[src/rtl/score_seg_bcd_mux_if.sv]
// Bundle of score/display signals between the game top level and score_seg_bcd_mux.
// The game logic drives the master side; the scorer is the slave.
interface score_seg_bcd_mux_if #(
  parameter int DIGITS = 4
);
  logic                  clear;
  logic                  add_cube;
  logic                  reward_grade;
  logic [4*DIGITS-1:0]   score;
  logic                  overflow;
  logic [7:0]            seg_out;
  logic [DIGITS-1:0]     sel;

  modport master (
    output clear, add_cube, reward_grade,
    input  score, overflow, seg_out, sel
  );

  modport slave (
    input  clear, add_cube, reward_grade,
    output score, overflow, seg_out, sel
  );
endinterface

[src/rtl/score_seg_bcd_mux.sv]
// Saturating BCD score counter with a multiplexed active-low 7-segment driver.
// Optional macro SEG_LZ_BLANK_EN enables leading-zero blanking of digits 1..DIGITS-1.

// One decimal digit of the ripple adder; carry-in reaches 2 only on digit 0.
module score_seg_bcd_digit (
  input  logic [3:0] i_d,
  input  logic [1:0] i_cin,
  output logic [3:0] o_q,
  output logic       o_cout
);
  logic [4:0] w_sum;

  assign w_sum  = {1'b0, i_d} + {3'b000, i_cin};
  assign o_cout = (w_sum > 5'd9);
  assign o_q    = o_cout ? 4'(w_sum - 5'd10) : w_sum[3:0];
endmodule

module score_seg_bcd_mux #(
  parameter int DIGITS         = 4,
  parameter int REFRESH_CYCLES = 50000
) (
  input  logic                 clk,
  input  logic                 rst,
  score_seg_bcd_mux_if.slave   bus
);
  localparam int RC_W = $clog2(REFRESH_CYCLES);
  localparam int DX_W = (DIGITS > 1) ? $clog2(DIGITS) : 1;

  logic                   w_restart;
  logic                   r_prev_cube;
  logic                   r_prev_reward;
  logic [1:0]             w_inc;

  logic [DIGITS-1:0][3:0] r_score;
  logic [DIGITS-1:0][3:0] w_sum;
  logic [DIGITS-1:0][1:0] w_cin;
  logic [DIGITS-1:0]      w_cout;
  logic                   r_ovf;

  logic [RC_W-1:0]        r_rcnt;
  logic [DX_W-1:0]        r_didx;
  logic [3:0]             w_cur;
  logic [7:0]             w_seg_nxt;
  logic [DIGITS-1:0]      w_sel_nxt;
  logic [7:0]             r_seg;
  logic [DIGITS-1:0]      r_sel;

  function automatic logic [7:0] seg_decode(input logic [3:0] d);
    case (d)
      4'd0:    seg_decode = 8'hC0;
      4'd1:    seg_decode = 8'hF9;
      4'd2:    seg_decode = 8'hA4;
      4'd3:    seg_decode = 8'hB0;
      4'd4:    seg_decode = 8'h99;
      4'd5:    seg_decode = 8'h92;
      4'd6:    seg_decode = 8'h82;
      4'd7:    seg_decode = 8'hF8;
      4'd8:    seg_decode = 8'h80;
      4'd9:    seg_decode = 8'h90;
      default: seg_decode = 8'hFF;
    endcase
  endfunction

  assign w_restart = rst | bus.clear;

  // Both rising edges in one cycle are summed so neither event is lost.
  assign w_inc = {1'b0, bus.add_cube & ~r_prev_cube}
               + {1'b0, bus.reward_grade & ~r_prev_reward};

  genvar g;
  generate
    for (g = 0; g < DIGITS; g++) begin : g_dig
      if (g == 0) begin : g_lsd
        assign w_cin[g] = w_inc;
      end else begin : g_hi
        assign w_cin[g] = {1'b0, w_cout[g-1]};
      end
      score_seg_bcd_digit u_dig (
        .i_d    (r_score[g]),
        .i_cin  (w_cin[g]),
        .o_q    (w_sum[g]),
        .o_cout (w_cout[g])
      );
    end
  endgenerate

  // Edge detectors keep sampling through reset/clear so a held level never re-fires.
  always_ff @(posedge clk) begin
    r_prev_cube   <= bus.add_cube;
    r_prev_reward <= bus.reward_grade;
  end

  always_ff @(posedge clk) begin
    if (w_restart) begin
      r_score <= '0;
      r_ovf   <= 1'b0;
    end else if (w_cout[DIGITS-1]) begin
      r_score <= {DIGITS{4'd9}};
      r_ovf   <= 1'b1;
    end else begin
      r_score <= w_sum;
    end
  end

  always_ff @(posedge clk) begin
    if (w_restart) begin
      r_rcnt <= '0;
      r_didx <= '0;
    end else if (r_rcnt == RC_W'(REFRESH_CYCLES - 1)) begin
      r_rcnt <= '0;
      r_didx <= (r_didx == DX_W'(DIGITS - 1)) ? '0 : r_didx + 1'b1;
    end else begin
      r_rcnt <= r_rcnt + 1'b1;
    end
  end

  assign w_cur = r_score[r_didx];

`ifdef SEG_LZ_BLANK_EN
  // w_hi_zero[i]: digits i..DIGITS-1 are all zero.
  logic [DIGITS-1:0] w_hi_zero;
  generate
    for (g = 0; g < DIGITS; g++) begin : g_lz
      if (g == DIGITS - 1) begin : g_top
        assign w_hi_zero[g] = (r_score[g] == 4'd0);
      end else begin : g_mid
        assign w_hi_zero[g] = (r_score[g] == 4'd0) & w_hi_zero[g+1];
      end
    end
  endgenerate
`endif

  always_comb begin
    w_sel_nxt = '1;
    for (int i = 0; i < DIGITS; i++) begin
      if (r_didx == DX_W'(i)) w_sel_nxt[DIGITS-1-i] = 1'b0;
    end
    w_seg_nxt = seg_decode(w_cur);
`ifdef SEG_LZ_BLANK_EN
    if ((r_didx != '0) && w_hi_zero[r_didx]) w_seg_nxt = 8'hFF;
`endif
  end

  always_ff @(posedge clk) begin
    if (w_restart) begin
      r_seg <= 8'hFF;
      r_sel <= '1;
    end else begin
      r_seg <= w_seg_nxt;
      r_sel <= w_sel_nxt;
    end
  end

  assign bus.score    = r_score;
  assign bus.overflow = r_ovf;
  assign bus.seg_out  = r_seg;
  assign bus.sel      = r_sel;
endmodule
[src/flat_wrapper.sv]
// flat-port wrapper written by rule: the top's interface ports become plain ports
module score_seg_bcd_mux_flat 
#(
  parameter int DIGITS         = 4,
  parameter int REFRESH_CYCLES = 50000
)
  (clk, rst, bus_clear, bus_add_cube, bus_reward_grade, bus_score, bus_overflow, bus_seg_out, bus_sel);
  score_seg_bcd_mux_if #(.DIGITS(DIGITS)) bus_i ();
  input  logic clk;
  input  logic rst;
  input wire logic [$bits(bus_i.clear)-1:0] bus_clear;
  input wire logic [$bits(bus_i.add_cube)-1:0] bus_add_cube;
  input wire logic [$bits(bus_i.reward_grade)-1:0] bus_reward_grade;
  output wire logic [$bits(bus_i.score)-1:0] bus_score;
  output wire logic [$bits(bus_i.overflow)-1:0] bus_overflow;
  output wire logic [$bits(bus_i.seg_out)-1:0] bus_seg_out;
  output wire logic [$bits(bus_i.sel)-1:0] bus_sel;
  assign bus_i.clear = bus_clear;
  assign bus_i.add_cube = bus_add_cube;
  assign bus_i.reward_grade = bus_reward_grade;
  assign bus_score = bus_i.score;
  assign bus_overflow = bus_i.overflow;
  assign bus_seg_out = bus_i.seg_out;
  assign bus_sel = bus_i.sel;
  score_seg_bcd_mux #(.DIGITS(DIGITS), .REFRESH_CYCLES(REFRESH_CYCLES)) u_core (.clk(clk), .rst(rst), .bus(bus_i));
endmodule
[config.mk]
export PLATFORM = sky130hd
export DESIGN_NAME = score_seg_bcd_mux_flat
export DESIGN_NICKNAME = d
export VERILOG_FILES = /design/src/rtl/score_seg_bcd_mux_if.sv /design/src/rtl/score_seg_bcd_mux.sv /design/src/flat_wrapper.sv
export SDC_FILE = /design/constraint.sdc
export NUM_CORES = 1
export LEC_CHECK = 0
export BUFFER_PORTS_ARGS = -buffer_cell sky130_fd_sc_hd__buf_2
export CAP_MARGIN = 10
export CORE_UTILIZATION = 51
export CTS_CLUSTER_DIAMETER = 80
export DETAILED_ROUTE_END_ITERATION = 8
export HOLD_SLACK_MARGIN = 0.15
export PLACE_DENSITY_LB_ADDON = 0.2
export SETUP_SLACK_MARGIN = 0.02
export SKIP_CTS_REPAIR_TIMING = 1
export SLEW_MARGIN = 20
export SYNTH_ARGS = -nofsm -noshare
export SYNTH_HDL_FRONTEND = slang
export SYNTH_SLANG_ARGS = --single-unit
[constraint.sdc]
create_clock -name clk -period 9.5 [get_ports clk]
set_input_delay 1.425 -clock clk [delete_from_list [all_inputs] [get_ports clk]]
set_output_delay 1.425 -clock clk [all_outputs]
set_load 0.05 [all_outputs]
==> flow_metrics.tcl <==
set metrics [dict create \
    min_delay_worst_endpoint "u_core.r_rcnt[0]" \
    finClkSkew_ns 0.00925 \
    track_usage_pct 20.9 \
    grt_use_met2_pct 32.6 \
    switchingPower_w 0.0000991 \
    dp.final_hpwl_um 3610 \
    core_um2 4790 \
    overflow 0 \
    postSynthAreaPerCell_um2 8.93 \
    yosys.cell_types.count 52 \
    hold_slack_ns 0.454 \
    synth_edf_count 0 \
    vias 2053 \
    post-synth-top-area-cell "dfxtp_1" \
    setup_viol 0 \
    swShare_pct 25.2 \
    synthesis.nets 316 \
    cp_max_fo 9 \
    antenna_found_initial 0 \
    final_cells 384 \
    min_path_type "reg -> reg" \
    min_path_cells 1 \
    post-place-ws_ns 1.47 \
    initial_core_util_pct 53.6 \
    grt_max_degree 16 \
    reg2reg_slack_ns 2.56 \
    rows 25 \
    end_kind "flop" \
    gp_congestion 0.835 \
    io_buffer_count 32 \
    drc 0 \
    cts-root-buf "clkbuf_8" \
    start_kind "input port" \
    synthesis.area_um2 2560 \
    arrival_ns 7.96 \
    viasPerCell 5.35 \
    final_net_count 345 \
    clkSlewWorstSetupHoldPaths_ns 0.09 \
    clock_latency_ns 0.30 \
    design.die.area_um2 5310 \
    internal_power_w 0.000294 \
    clock_path_buffers 2 \
    hold_viol_final 0 \
    reg2reg_depth 30 \
    cts-htree-levels 2 \
    p_seq_share_pct 52.4 \
    post_drt_wl_per_cell_um 12.9 \
    synth_area_leaders "dfxtp_1 37%, ha_1 11%, nor2_1 5.7%" \
    hp-start "u_core.r_rcnt[0]" \
    die_w_um 72.9 \
    wl_um 4950 \
    firstDrtPassIters 4 \
    slowest_stage "fa_1" \
    die_height_um 72.9 \
    maxCapViolations 0 \
    n_antenna_cell 0 \
    power_density_nw_per_um2 137 \
    final_layout_size_suffix_gt1_share_pct 17.0 \
    power_frac_comb_pct 9.5 \
    critPathKind "in -> reg" \
    slew_headroom_pct 66.3 \
    timing.rr.end "u_core.bus.score[2]" \
    rsz0062_at_grt "false" \
    synth-seq-area-share_pct 37.5 \
    fmax_mhz 129 \
    drv_slew 0 \
    finalCritPeriodShare_pct 81.7 \
    use_met3_pct 4.83 \
    syn-instance-count 287 \
    grt_pass1_wl_um 8540 \
    worstMarginPinSlew_ns 0.504 \
    pin_count 34 \
    fin_crit_ns 7.76 \
    async_flop_share_pct 0 \
    finalWorstSetupSlack_ns 1.74 \
    ant_nets 0 \
    cts_tree "yes" \
    numCtsBuffers 5 \
    first_global_vias 1881 \
    gr-max-usage-layer "met2" \
    crit_required_ns 9.70 \
    ir_worst_vdd_mv 0.0902 \
    yosysTopAreaCellShare_pct 37.5 \
    p_leak_nw 1.17 \
    first_iter_violations 103 \
    r2r_start "u_core.bus.score[0]" \
    synth-seq-cells 48 \
    clock_power_share_pct 38.1 \
    cpPeakStageDelay_ns 0.40 \
    yosysWarningCount 0 \
    status "complete, no violations" \
    use_met1_pct 27.2 \
    areaGrowthSynthToFinish_pct 11.7 \
    clock-sinks 48 \
    placed_cells 376 \
    cp_common_cell "ha_1" \
    ys.flop_type "dfxtp_1" \
    tns_ns 0 \
]
-- how the worst max path moves through the flow --
stage                       startpoint             endpoint  slack, ns  depth (start not counted)
final                     bus_add_cube  u_core.bus.score[2]       1.74                         31
after global routing      bus_add_cube  u_core.bus.score[2]       1.19                         31
after CTS                 bus_add_cube  u_core.bus.score[2]       1.80                         31
after detailed placement  bus_add_cube  u_core.bus.score[2]       1.47                         31
after global placement    bus_add_cube  u_core.bus.score[2]       1.84                         31
after floorplan           bus_add_cube  u_core.bus.score[2]       2.31                         32
-- area by class of cell --
type                    count  area [um^2]
fillers                   416         1920
flip-flops and latches     48          961
clock inverters             3         42.5
inverters                  13         48.8
well taps                  67         83.8
repair buffers             32          160
multi-input cells         216         1500
clock buffers               5         68.8
-- Yosys cell counts (2+ instances only) --
master / n
mux2i_1: 4
o21ai_1: 2
inv_1: 13
nor2_1: 39
and4_1: 2
mux4_2: 3
nand3b_1: 2
clkbuf_1: 3
mux2_2: 2
nand2_1: 21
buf_2: 5
nand3_1: 12
nand2b_1: 8
or3_1: 3
or2_2: 2
and3_1: 5
ha_1: 23
xor2_1: 12
o21ai_0: 11
a21o_1: 2
a31o_2: 2
a211o_1: 2
a31oi_1: 3
dfxtp_1: 48
nor3_1: 7
a21oi_1: 13
nand4_1: 3
xnor2_1: 11
-- flip-flops by register name, summed over array words and instances (netlist names) --
name and count:
u_core.bus.score 16, u_core.r_rcnt 16, u_core.bus.seg_out 7, u_core.bus.sel 4, u_core.r_didx 2, u_core.bus.overflow 1
u_core.r_prev_cube 1, u_core.r_prev_reward 1
-- power by group through the flow --
stage	combinational, W	clock (W)	sequential [W]
finish	0.0000374	0.000150	0.000206
global route	0.0000418	0.000163	0.000206
CTS	0.0000375	0.000153	0.000206
detailed placement	0.0000372	0	0.000211
global placement	0.0000367	0	0.000211
floorplan	0.0000210	0	0.000219
-- logic make-up after synthesis --
kind of cell | after synthesis | synth area share [%]
AOI/OAI and AO/OA | 50 | 12.9
xor gates and xnor gates | 23 | 7.86
adders and majority gates | 24 | 12.0
buffers and inverters | 23 | 4.05
DFF | 48 | 37.5
muxes | 9 | 5.08
other | 1 | 0.146
and+or+nand+nor | 109 | 20.4
-- per-layer routing --
metal  share of wire, %  wire length [um]
met1                 49              2420
met2                 45              2250
met4                2.1               102
met5                  0                 0
met3                3.7               183
-- layout by cell type, fill, tap and decap left out, types with 4 or more instances in the layout --
master    count
dfxtp_1      48
nor2_1       39
buf_2        32
ha_1         23
nand2_1      21
inv_1        13
a21oi_1      13
nand3_1      12
xor2_1       12
xnor2_1      11
o21ai_0      11
nand2b_1      8
nor3_1        7
and3_1        5
clkbuf_8      5
mux2i_1       4
-- critical path: cells and delay by family --
family	cells	cell delay, ns
buffers and inverters	2	0.16
XOR/XNOR	3	0.70
AND/OR/NAND/NOR	4	0.43
AO/OA/AOI/OAI	11	2.34
adder cells (fa/ha/maj)	11	2.90
-- metrics by stage --
stage	util (%)	total power (W)	instance area, um^2
after CTS	59.8	0.000397	2860
after global placement	57.5	0.000247	2750
after global routing	59.8	0.000411	2860
after floorplan	-	0.000240	2560
final	59.8	0.000393	2860
after detailed placement	57.5	0.000248	2750
(Power assumes the default switching activity.)
